==> src/rtl/apb_bridge_requester_if.sv <==
// Request/response port plus APB bus bundle for the APB requester bridge.
// The master modport is the bridge side; the slave modport is the requester/fabric side.
interface apb_bridge_requester_if #(
  parameter int ADDR_WIDTH = 32,
  parameter int DATA_WIDTH = 64,
  parameter int DEC_NUMBER = 16
);
  logic                  req_valid_i;
  logic                  req_ready_o;
  logic                  req_write_i;
  logic [ADDR_WIDTH-1:0] req_addr_i;
  logic [DATA_WIDTH-1:0] req_wdata_i;

  logic                  rsp_valid_o;
  logic [DATA_WIDTH-1:0] rsp_rdata_o;
  logic                  rsp_err_o;

  logic [ADDR_WIDTH-1:0] paddr;
  logic                  penable;
  logic [DEC_NUMBER-1:0] pselx;
  logic                  pwrite;
  logic [DATA_WIDTH-1:0] pwdata;
  logic [DATA_WIDTH-1:0] prdata;

  modport master (
    input  req_valid_i, req_write_i, req_addr_i, req_wdata_i, prdata,
    output req_ready_o, rsp_valid_o, rsp_rdata_o, rsp_err_o,
    output paddr, penable, pselx, pwrite, pwdata
  );

  modport slave (
    output req_valid_i, req_write_i, req_addr_i, req_wdata_i, prdata,
    input  req_ready_o, rsp_valid_o, rsp_rdata_o, rsp_err_o,
    input  paddr, penable, pselx, pwrite, pwdata
  );
endinterface

==> src/rtl/apb_bridge_requester.sv <==
// APB2 initiator: valid/ready request in, SETUP + one-cycle ACCESS out, registered response pulse.
// Address decodes to a one-hot pselx slot; out-of-range addresses run the bus phases unselected.
module apb_bridge_requester #(
  parameter int ADDR_WIDTH = 32,
  parameter int DATA_WIDTH = 64,
  parameter int DEC_NUMBER = 16,
  parameter int SLOT_SHIFT = 12
) (
  input  logic                  clk_i,
  input  logic                  rst_i,
  apb_bridge_requester_if.master bus
);
  localparam int SEL_WIDTH = $clog2(DEC_NUMBER);
  localparam int HI_LSB    = SLOT_SHIFT + SEL_WIDTH;

  typedef enum logic [1:0] {
    IDLE   = 2'd0,
    SETUP  = 2'd1,
    ACCESS = 2'd2
  } state_t;

  state_t state;
  logic   err_p1;
  logic   accept;

  // Any address bit above the slot field, or a slot index past the last slave, is a decode error.
  function automatic logic decode_err(input logic [ADDR_WIDTH-1:0] addr);
    logic [ADDR_WIDTH-1:0] hi;
    logic [SEL_WIDTH-1:0]  slot;
    hi   = addr >> HI_LSB;
    slot = addr[SLOT_SHIFT +: SEL_WIDTH];
    return (hi != '0) || (int'(slot) >= DEC_NUMBER);
  endfunction

  function automatic logic [DEC_NUMBER-1:0] decode_sel(input logic [ADDR_WIDTH-1:0] addr);
    if (decode_err(addr)) return '0;
    return DEC_NUMBER'(1) << addr[SLOT_SHIFT +: SEL_WIDTH];
  endfunction

  assign bus.req_ready_o = (state != SETUP);
  assign accept          = bus.req_valid_i && bus.req_ready_o;

  always_ff @(posedge clk_i or posedge rst_i) begin
    if (rst_i) begin
      state           <= IDLE;
      err_p1          <= 1'b0;
      bus.paddr       <= '0;
      bus.penable     <= 1'b0;
      bus.pselx       <= '0;
      bus.pwrite      <= 1'b0;
      bus.pwdata      <= '0;
      bus.rsp_valid_o <= 1'b0;
      bus.rsp_rdata_o <= '0;
      bus.rsp_err_o   <= 1'b0;
    end else begin
      bus.rsp_valid_o <= 1'b0;
      case (state)
        IDLE: begin
          bus.penable <= 1'b0;
          bus.pselx   <= '0;
        end
        SETUP: begin
          bus.penable <= 1'b1;
          state       <= ACCESS;
        end
        ACCESS: begin
          // Transfer completes here; prdata is only meaningful for an in-range read.
          bus.rsp_valid_o <= 1'b1;
          bus.rsp_err_o   <= err_p1;
          bus.rsp_rdata_o <= (!bus.pwrite && !err_p1) ? bus.prdata : '0;
          bus.penable     <= 1'b0;
          bus.pselx       <= '0;
          state           <= IDLE;
        end
        default: begin
          bus.penable <= 1'b0;
          bus.pselx   <= '0;
          state       <= IDLE;
        end
      endcase
      // A handshake in IDLE or ACCESS launches the next SETUP, overriding the ACCESS wind-down.
      if (accept) begin
        bus.paddr   <= bus.req_addr_i;
        bus.pwrite  <= bus.req_write_i;
        bus.pwdata  <= bus.req_wdata_i;
        bus.pselx   <= decode_sel(bus.req_addr_i);
        bus.penable <= 1'b0;
        err_p1      <= decode_err(bus.req_addr_i);
        state       <= SETUP;
      end
    end
  end
endmodule

==> src/flat_wrapper.sv <==
// flat-port wrapper written by rule: the top's interface ports become plain ports
module apb_bridge_requester_flat 
#(
  parameter int ADDR_WIDTH = 32,
  parameter int DATA_WIDTH = 64,
  parameter int DEC_NUMBER = 16,
  parameter int SLOT_SHIFT = 12
)
  (clk_i, rst_i, bus_req_valid_i, bus_req_write_i, bus_req_addr_i, bus_req_wdata_i, bus_prdata, bus_req_ready_o, bus_rsp_valid_o, bus_rsp_rdata_o, bus_rsp_err_o, bus_paddr, bus_penable, bus_pselx, bus_pwrite, bus_pwdata);
  apb_bridge_requester_if #(.ADDR_WIDTH(ADDR_WIDTH), .DATA_WIDTH(DATA_WIDTH), .DEC_NUMBER(DEC_NUMBER)) bus_i ();
  input  logic clk_i;
  input  logic rst_i;
  input wire logic [$bits(bus_i.req_valid_i)-1:0] bus_req_valid_i;
  input wire logic [$bits(bus_i.req_write_i)-1:0] bus_req_write_i;
  input wire logic [$bits(bus_i.req_addr_i)-1:0] bus_req_addr_i;
  input wire logic [$bits(bus_i.req_wdata_i)-1:0] bus_req_wdata_i;
  input wire logic [$bits(bus_i.prdata)-1:0] bus_prdata;
  output wire logic [$bits(bus_i.req_ready_o)-1:0] bus_req_ready_o;
  output wire logic [$bits(bus_i.rsp_valid_o)-1:0] bus_rsp_valid_o;
  output wire logic [$bits(bus_i.rsp_rdata_o)-1:0] bus_rsp_rdata_o;
  output wire logic [$bits(bus_i.rsp_err_o)-1:0] bus_rsp_err_o;
  output wire logic [$bits(bus_i.paddr)-1:0] bus_paddr;
  output wire logic [$bits(bus_i.penable)-1:0] bus_penable;
  output wire logic [$bits(bus_i.pselx)-1:0] bus_pselx;
  output wire logic [$bits(bus_i.pwrite)-1:0] bus_pwrite;
  output wire logic [$bits(bus_i.pwdata)-1:0] bus_pwdata;
  assign bus_i.req_valid_i = bus_req_valid_i;
  assign bus_i.req_write_i = bus_req_write_i;
  assign bus_i.req_addr_i = bus_req_addr_i;
  assign bus_i.req_wdata_i = bus_req_wdata_i;
  assign bus_i.prdata = bus_prdata;
  assign bus_req_ready_o = bus_i.req_ready_o;
  assign bus_rsp_valid_o = bus_i.rsp_valid_o;
  assign bus_rsp_rdata_o = bus_i.rsp_rdata_o;
  assign bus_rsp_err_o = bus_i.rsp_err_o;
  assign bus_paddr = bus_i.paddr;
  assign bus_penable = bus_i.penable;
  assign bus_pselx = bus_i.pselx;
  assign bus_pwrite = bus_i.pwrite;
  assign bus_pwdata = bus_i.pwdata;
  apb_bridge_requester #(.ADDR_WIDTH(ADDR_WIDTH), .DATA_WIDTH(DATA_WIDTH), .DEC_NUMBER(DEC_NUMBER), .SLOT_SHIFT(SLOT_SHIFT)) u_core (.clk_i(clk_i), .rst_i(rst_i), .bus(bus_i));
endmodule
==> config.mk <==
export PLATFORM = sky130hd
export DESIGN_NAME = apb_bridge_requester_flat
export DESIGN_NICKNAME = d
export VERILOG_FILES = /design/src/rtl/apb_bridge_requester_if.sv /design/src/rtl/apb_bridge_requester.sv /design/src/flat_wrapper.sv
export SDC_FILE = /design/constraint.sdc
export NUM_CORES = 1
export LEC_CHECK = 0
export CAP_MARGIN = 20
export CORE_MARGIN = 2
export CORE_UTILIZATION = 40
export DETAILED_ROUTE_END_ITERATION = 10
export PLACE_DENSITY_LB_ADDON = 0.15
export SETUP_SLACK_MARGIN = 0.15
export SYNTH_ARGS = -nofsm -noshare
export SYNTH_HDL_FRONTEND = slang
export SYNTH_SLANG_ARGS = --single-unit
==> constraint.sdc <==
create_clock -name clk_i -period 16.1 [get_ports clk_i]
set_input_delay 1.61 -clock clk_i [delete_from_list [all_inputs] [get_ports clk_i]]
set_output_delay 1.61 -clock clk_i [all_outputs]
set_load 0.01 [all_outputs]
==> results.json <==
{
  "ff2ff_path_depth": 4,
  "yosysWarnings": 0,
  "final_cell_mix": "344 x clkdlybuf4s50_1, 183 x dfrtp_1, 88 x mux2_2, 64 x a22o_1",
  "cts.sinks": 183,
  "cp-end-kind": "register",
  "finalCritPeriodShare": 0.215,
  "hold_viol": 0,
  "synth_area_mm2": 0.00685,
  "share_seq_of_total_power": 0.439,
  "hold_depth": 2,
  "cts_root_buf": "clkbuf_16",
  "clock_latency_ns": 0.42,
  "r2r_start": "u_core.state[1]",
  "p_sw_mw": 0.283,
  "pwr-share-comb": 0.193,
  "grt_pass1_vias": 5442,
  "ys_seq_elements": 183,
  "viasPerCell": 5.03,
  "cts_max_level": 4,
  "clk_pin_slew_ns": 0.06,
  "wire_per_inst_um": 19.4,
  "r2r-end": "u_core.bus.pwdata[8]",
  "drt-initial-drc-count": 288,
  "cts_tree": "yes",
  "synth.avg_cell_area_um2": 15.4,
  "drt-total-wl_mm": 19.7,
  "final_cells": 1016,
  "grt.overflow.total": 0,
  "hold-path-endpoint": "u_core.bus.pselx[6]",
  "path_max_fanout": 82,
  "fmax_mhz": 288,
  "ys_seq_area_frac": 0.668,
  "boundaryPins": 345,
  "clock_path_buffers": 2,
  "die_height_um": 135,
  "drcViolationCount": 0,
  "vias": 5109,
  "cp-startpoint": "bus_req_valid_i",
  "post_cts_buffers": 0,
  "syn_inst": 444,
  "required_ns": 16.40,
  "p_sw_frac": 0.237,
  "p_leak_nw": 4.67,
  "initial_core_util": 0.412,
  "startpoint_type": "input port",
  "die_area_mm2": 0.0182,
  "antenna_found_initial": 0,
  "crit_arrival_ns": 3.76,
  "core_mm2": 0.0166,
  "cts_hold_buf": 0,
  "max-vdd-ir-drop_v": 0.0000724,
  "grt_pass1_wl_mm": 30.3,
  "fin_util": 0.668,
  "n_fill_cell": 1251,
  "final_antenna_net_count": 0,
  "rsz0062_at_grt": "false",
  "layout_commonest_cell": "clkdlybuf4s50_1",
  "pwr-share-clk": 0.368,
  "worst_pin_slew_ns": 1.06,
  "fin_crit_ns": 3.47,
  "die_w_um": 135,
  "reg2reg_slack_ns": 13.78,
  "crit_type": "input port to register",
  "grt_max_degree": 122,
  "placement.io_buffers": 344,
  "dp_cells": 984,
  "synth_cell_type_count": 23,
  "min-delay-start": "u_core.bus.pselx[6]",
  "drv_cap": 0,
  "grt_usage": 0.218,
  "layout-drive-gt1-share": 0.176,
  "antenna_cells": 0,
  "setup_tns_ns": 0,
  "firstDrtPassIters": 5,
  "row_count": 47,
  "internal_power_mw": 0.913,
  "gp_routability_congestion": 0.810,
  "syn2layout_area_growth_pct": 62.1,
  "setup_violations": 0,
  "status": "completed",
  "synth_nets": 608,
  "drv_slew": 0,
  "fin_worst_skew_ns": 0.0101,
  "ctsResizeCount": 0,
  "nets": 948,
  "relSlewSlack": 0.294,
  "hpwl_mm": 14.2,
  "powerDensity_mw_per_mm2": 108,
  "numCtsBuffers": 17,
  "holdCritPathClass": "register to register"
}
-- state kept, by name (all words and copies together) (netlist names) --
register / flops
u_core.bus.pwdata: 64
u_core.bus.rsp_rdata_o: 64
u_core.bus.paddr: 32
u_core.bus.pselx: 16
u_core.state: 2
u_core.bus.penable: 1
u_core.bus.pwrite: 1
u_core.bus.rsp_err_o: 1
u_core.bus.rsp_valid_o: 1
u_core.err_p1: 1
-- power by group through the flow --
stage / Sequential (mW) / Clock [mW] / Combinational (mW)
final: 0.525 / 0.440 / 0.231
after global routing: 0.530 / 0.472 / 0.245
after CTS: 0.525 / 0.451 / 0.234
after detailed placement: 0.532 / 0 / 0.232
after global placement: 0.530 / 0 / 0.228
after floorplan: 0.550 / 0 / 0.0684
-- cells in the mapped netlist, drive strengths merged --
library cell | instances | share of area
a22o | 64 | 0.082
and2 | 3 | 0.0031
buf | 24 | 0.020
clkbuf | 4 | 0.0022
clkinv | 1 | 0.00055
dfrtp | 183 | 0.67
inv | 3 | 0.0016
mux2 | 98 | 0.17
nand2 | 17 | 0.0093
nand2b | 2 | 0.0029
nand4 | 17 | 0.016
nor2 | 2 | 0.0011
nor2b | 4 | 0.0037
nor3 | 1 | 0.0024
nor4 | 4 | 0.0080
o21ai | 16 | 0.012
o22a | 1 | 0.0013
-- cell type report --
cell class              instances  area, um^2  share of cell area
flip-flops and latches        183        4580               0.412
repair buffers                349        3500               0.315
multi-input cells             229        2110               0.190
clock buffers                  20         457              0.0411
well taps                     220         275              0.0248
clock inverters                11         171              0.0154
inverters                       4        20.0             0.00180
-- layer usage --
metal	vias to the layer above	GRT usage	share of wire
met2	258	0.372	0.51
li1	2300	-	-
met5	-	0	0
met4	0	0.0953	0.029
met3	39	0.0724	0.085
met1	2512	0.251	0.37
-- worst max-delay path by stage --
stage | end | slack, ns | cells after the start
after floorplan | u_core.bus.paddr[0] | 9.52 | 1
after global placement | u_core.bus.pwdata[13] | 12.25 | 4
after detailed placement | u_core.bus.pwdata[38] | 12.20 | 4
after CTS | u_core.bus.pwdata[8] | 12.65 | 4
after global routing | u_core.bus.pwdata[63] | 12.54 | 4
final | u_core.bus.pwdata[8] | 12.63 | 4
-- through the flow --
stage	setup slack (ns)	total power [mW]	hold WS (ns)	cell area (um^2)
detailed placement	12.20	0.764	0.473	10500
finish	12.63	1.20	0.485	11100
global placement	12.25	0.758	0.471	10500
global route	12.54	1.25	0.518	11100
CTS	12.65	1.21	0.487	11100
floorplan	9.52	0.618	0.513	6850
-- critical path, stage by stage --
cell and delay (ns):
clkdlybuf4s50_1 0.48, and2_4 0.33, buf_4 0.84, mux2_2 0.43
-- kinds of logic (layout without fill, tap and decap cells) --
logic type / after synthesis / in the layout / synth area share
compound gates: 81 / 81 / 0.0947
buf+inv: 32 / 384 / 0.0246
simple gates: 50 / 50 / 0.0460
flops: 183 / 183 / 0.668
mux: 98 / 98 / 0.166
No activity file was read; power rests on OpenSTA's default activity.
==> RTL change (same settings) <==
`DATA_WIDTH` is set to 64 in 3 places; all go to 72.
--- a/src/rtl/apb_bridge_requester_if.sv
+++ b/src/rtl/apb_bridge_requester_if.sv
@@ -2,7 +2,7 @@
 // The master modport is the bridge side; the slave modport is the requester/fabric side.
 interface apb_bridge_requester_if #(
   parameter int ADDR_WIDTH = 32,
-  parameter int DATA_WIDTH = 64,
+  parameter int DATA_WIDTH = 72,
   parameter int DEC_NUMBER = 16
 );
   logic                  req_valid_i;
--- a/src/rtl/apb_bridge_requester.sv
+++ b/src/rtl/apb_bridge_requester.sv
@@ -2,7 +2,7 @@
 // Address decodes to a one-hot pselx slot; out-of-range addresses run the bus phases unselected.
 module apb_bridge_requester #(
   parameter int ADDR_WIDTH = 32,
-  parameter int DATA_WIDTH = 64,
+  parameter int DATA_WIDTH = 72,
   parameter int DEC_NUMBER = 16,
   parameter int SLOT_SHIFT = 12
 ) (
--- a/src/flat_wrapper.sv
+++ b/src/flat_wrapper.sv
@@ -2,7 +2,7 @@
 module apb_bridge_requester_flat 
 #(
   parameter int ADDR_WIDTH = 32,
-  parameter int DATA_WIDTH = 64,
+  parameter int DATA_WIDTH = 72,
   parameter int DEC_NUMBER = 16,
   parameter int SLOT_SHIFT = 12
 )
Interface: changed (resized bus_prdata, bus_pwdata, bus_req_wdata_i and bus_rsp_rdata_o); port bits go from 345 to 377. The function was not compared with the original's and may differ.
==> RTL change against the unedited design <==
  * Wire length grew 12%
  * Sequential cell count grew 16
  * Critical path depth is the same
  * Synthesized area grew 9.2%
  * Register-to-register slack lost 0.25 ns
  * Total power grew 6.3%
  * Non-clock buffer count grew 34
  * Sequential power grew 8.8%
  * Critical endpoint is now u_core.bus.pwdata[9]
  * Setup slack lost 0.21 ns
  * Sequential share of layout area grew 0.062 points
  * Final area grew 8.6%
==> RTL change: results <==
global_routing:
  grtUsageMet2: 0.3764
  grt_pass1_wl_mm: 33.83
  grt_pass1_vias: 5849
  track_usage: 0.2230
  grt_use_met3: 0.08220
  grt_max_degree: 112
placed_design:
  routabilityCongestion: 0.8520
  dp_cells: 1066
  portBuffers: 376
  dp_hpwl_mm: 15.98
  pre_cts_ws_ns: 12.01
  placed_area_mm2: 0.01143
synth:
  ys_seq_area_frac: 0.6656
  yosys-top-cells-count: "dfrtp_1, mux2_2, a22o_1"
  synth_fp_nets: 661
  synth.distinct_cells: 24
  synthTopCellsByArea: "dfrtp_1, mux2_2, a22o_1"
  synth_mux_area_frac: 0.1731
  synth_compound_area_frac: 0.09615
final_layout:
  final_nets: 1032
  multi_input_comb_area_mm2: 0.002326
  reg_top3: "u_core.bus.pwdata: 72 flops, u_core.bus.rsp_rdata_o: 72 flops, u_core.bus.paddr: 32 flops"
  drive_above_1_share: 0.1736
  nFillCells: 1342
routing:
  drt-pass1-iter-count: 4
  dr_wl_met3_mm: 1.770
  wire_per_inst_um: 20.15
  met1_length_mm: 8.662
  first_iter_violations: 262
  wl_mm: 22.12
  viasPerCell: 4.965
  wl_met2_mm: 11.05
power:
  power_density_mw_per_mm2: 105.4
  ir_drop_v: 0.00008315
  switching_share: 0.2469
  pg_clk_w: 0.000443
timing:
  worst_pin_slew_ns: 1.038
  fin_skew_ns: 0.007953
outcome:
  status: "complete, no violations"
die:
  initial_core_util: 0.4041
setup_path:
  slowest_stage: "buf_4"
  cp_max_fo: 75
[RTL change: changes by cell type after synthesis, moves of 3 or more]
cell / change
dfrtp_1: +16
mux2_4: +20
buf_2: -3
nand2_1: +3
a22o_1: +8
mux2_2: -13
buf_1: +5
[RTL change: final cells by class]
cell class	count	area share
flip-flops and latches	199	0.4127
multi-input cells	247	0.1928
clock inverters	13	0.01400
repair buffers	383	0.3180
inverters	4	0.001867
well taps	234	0.02427
clock buffers	18	0.03640
[RTL change: worst paths after layout]
path                            cells past startpoint                    endpoint                 from  slack, ns
worst max-delay path                                4        u_core.bus.pwdata[9]      bus_req_valid_i      12.43
worst min-delay path                                2         u_core.bus.pselx[3]  u_core.bus.pselx[3]       0.49
worst max register to register                      4        u_core.bus.pwdata[9]      u_core.state[1]      13.53
worst min register to register                      2         u_core.bus.pselx[3]  u_core.bus.pselx[3]       0.49
max in group asynchronous                           4  u_core.bus.rsp_rdata_o[38]                rst_i      13.16
min in group asynchronous                           2  u_core.bus.rsp_rdata_o[59]                rst_i       1.68
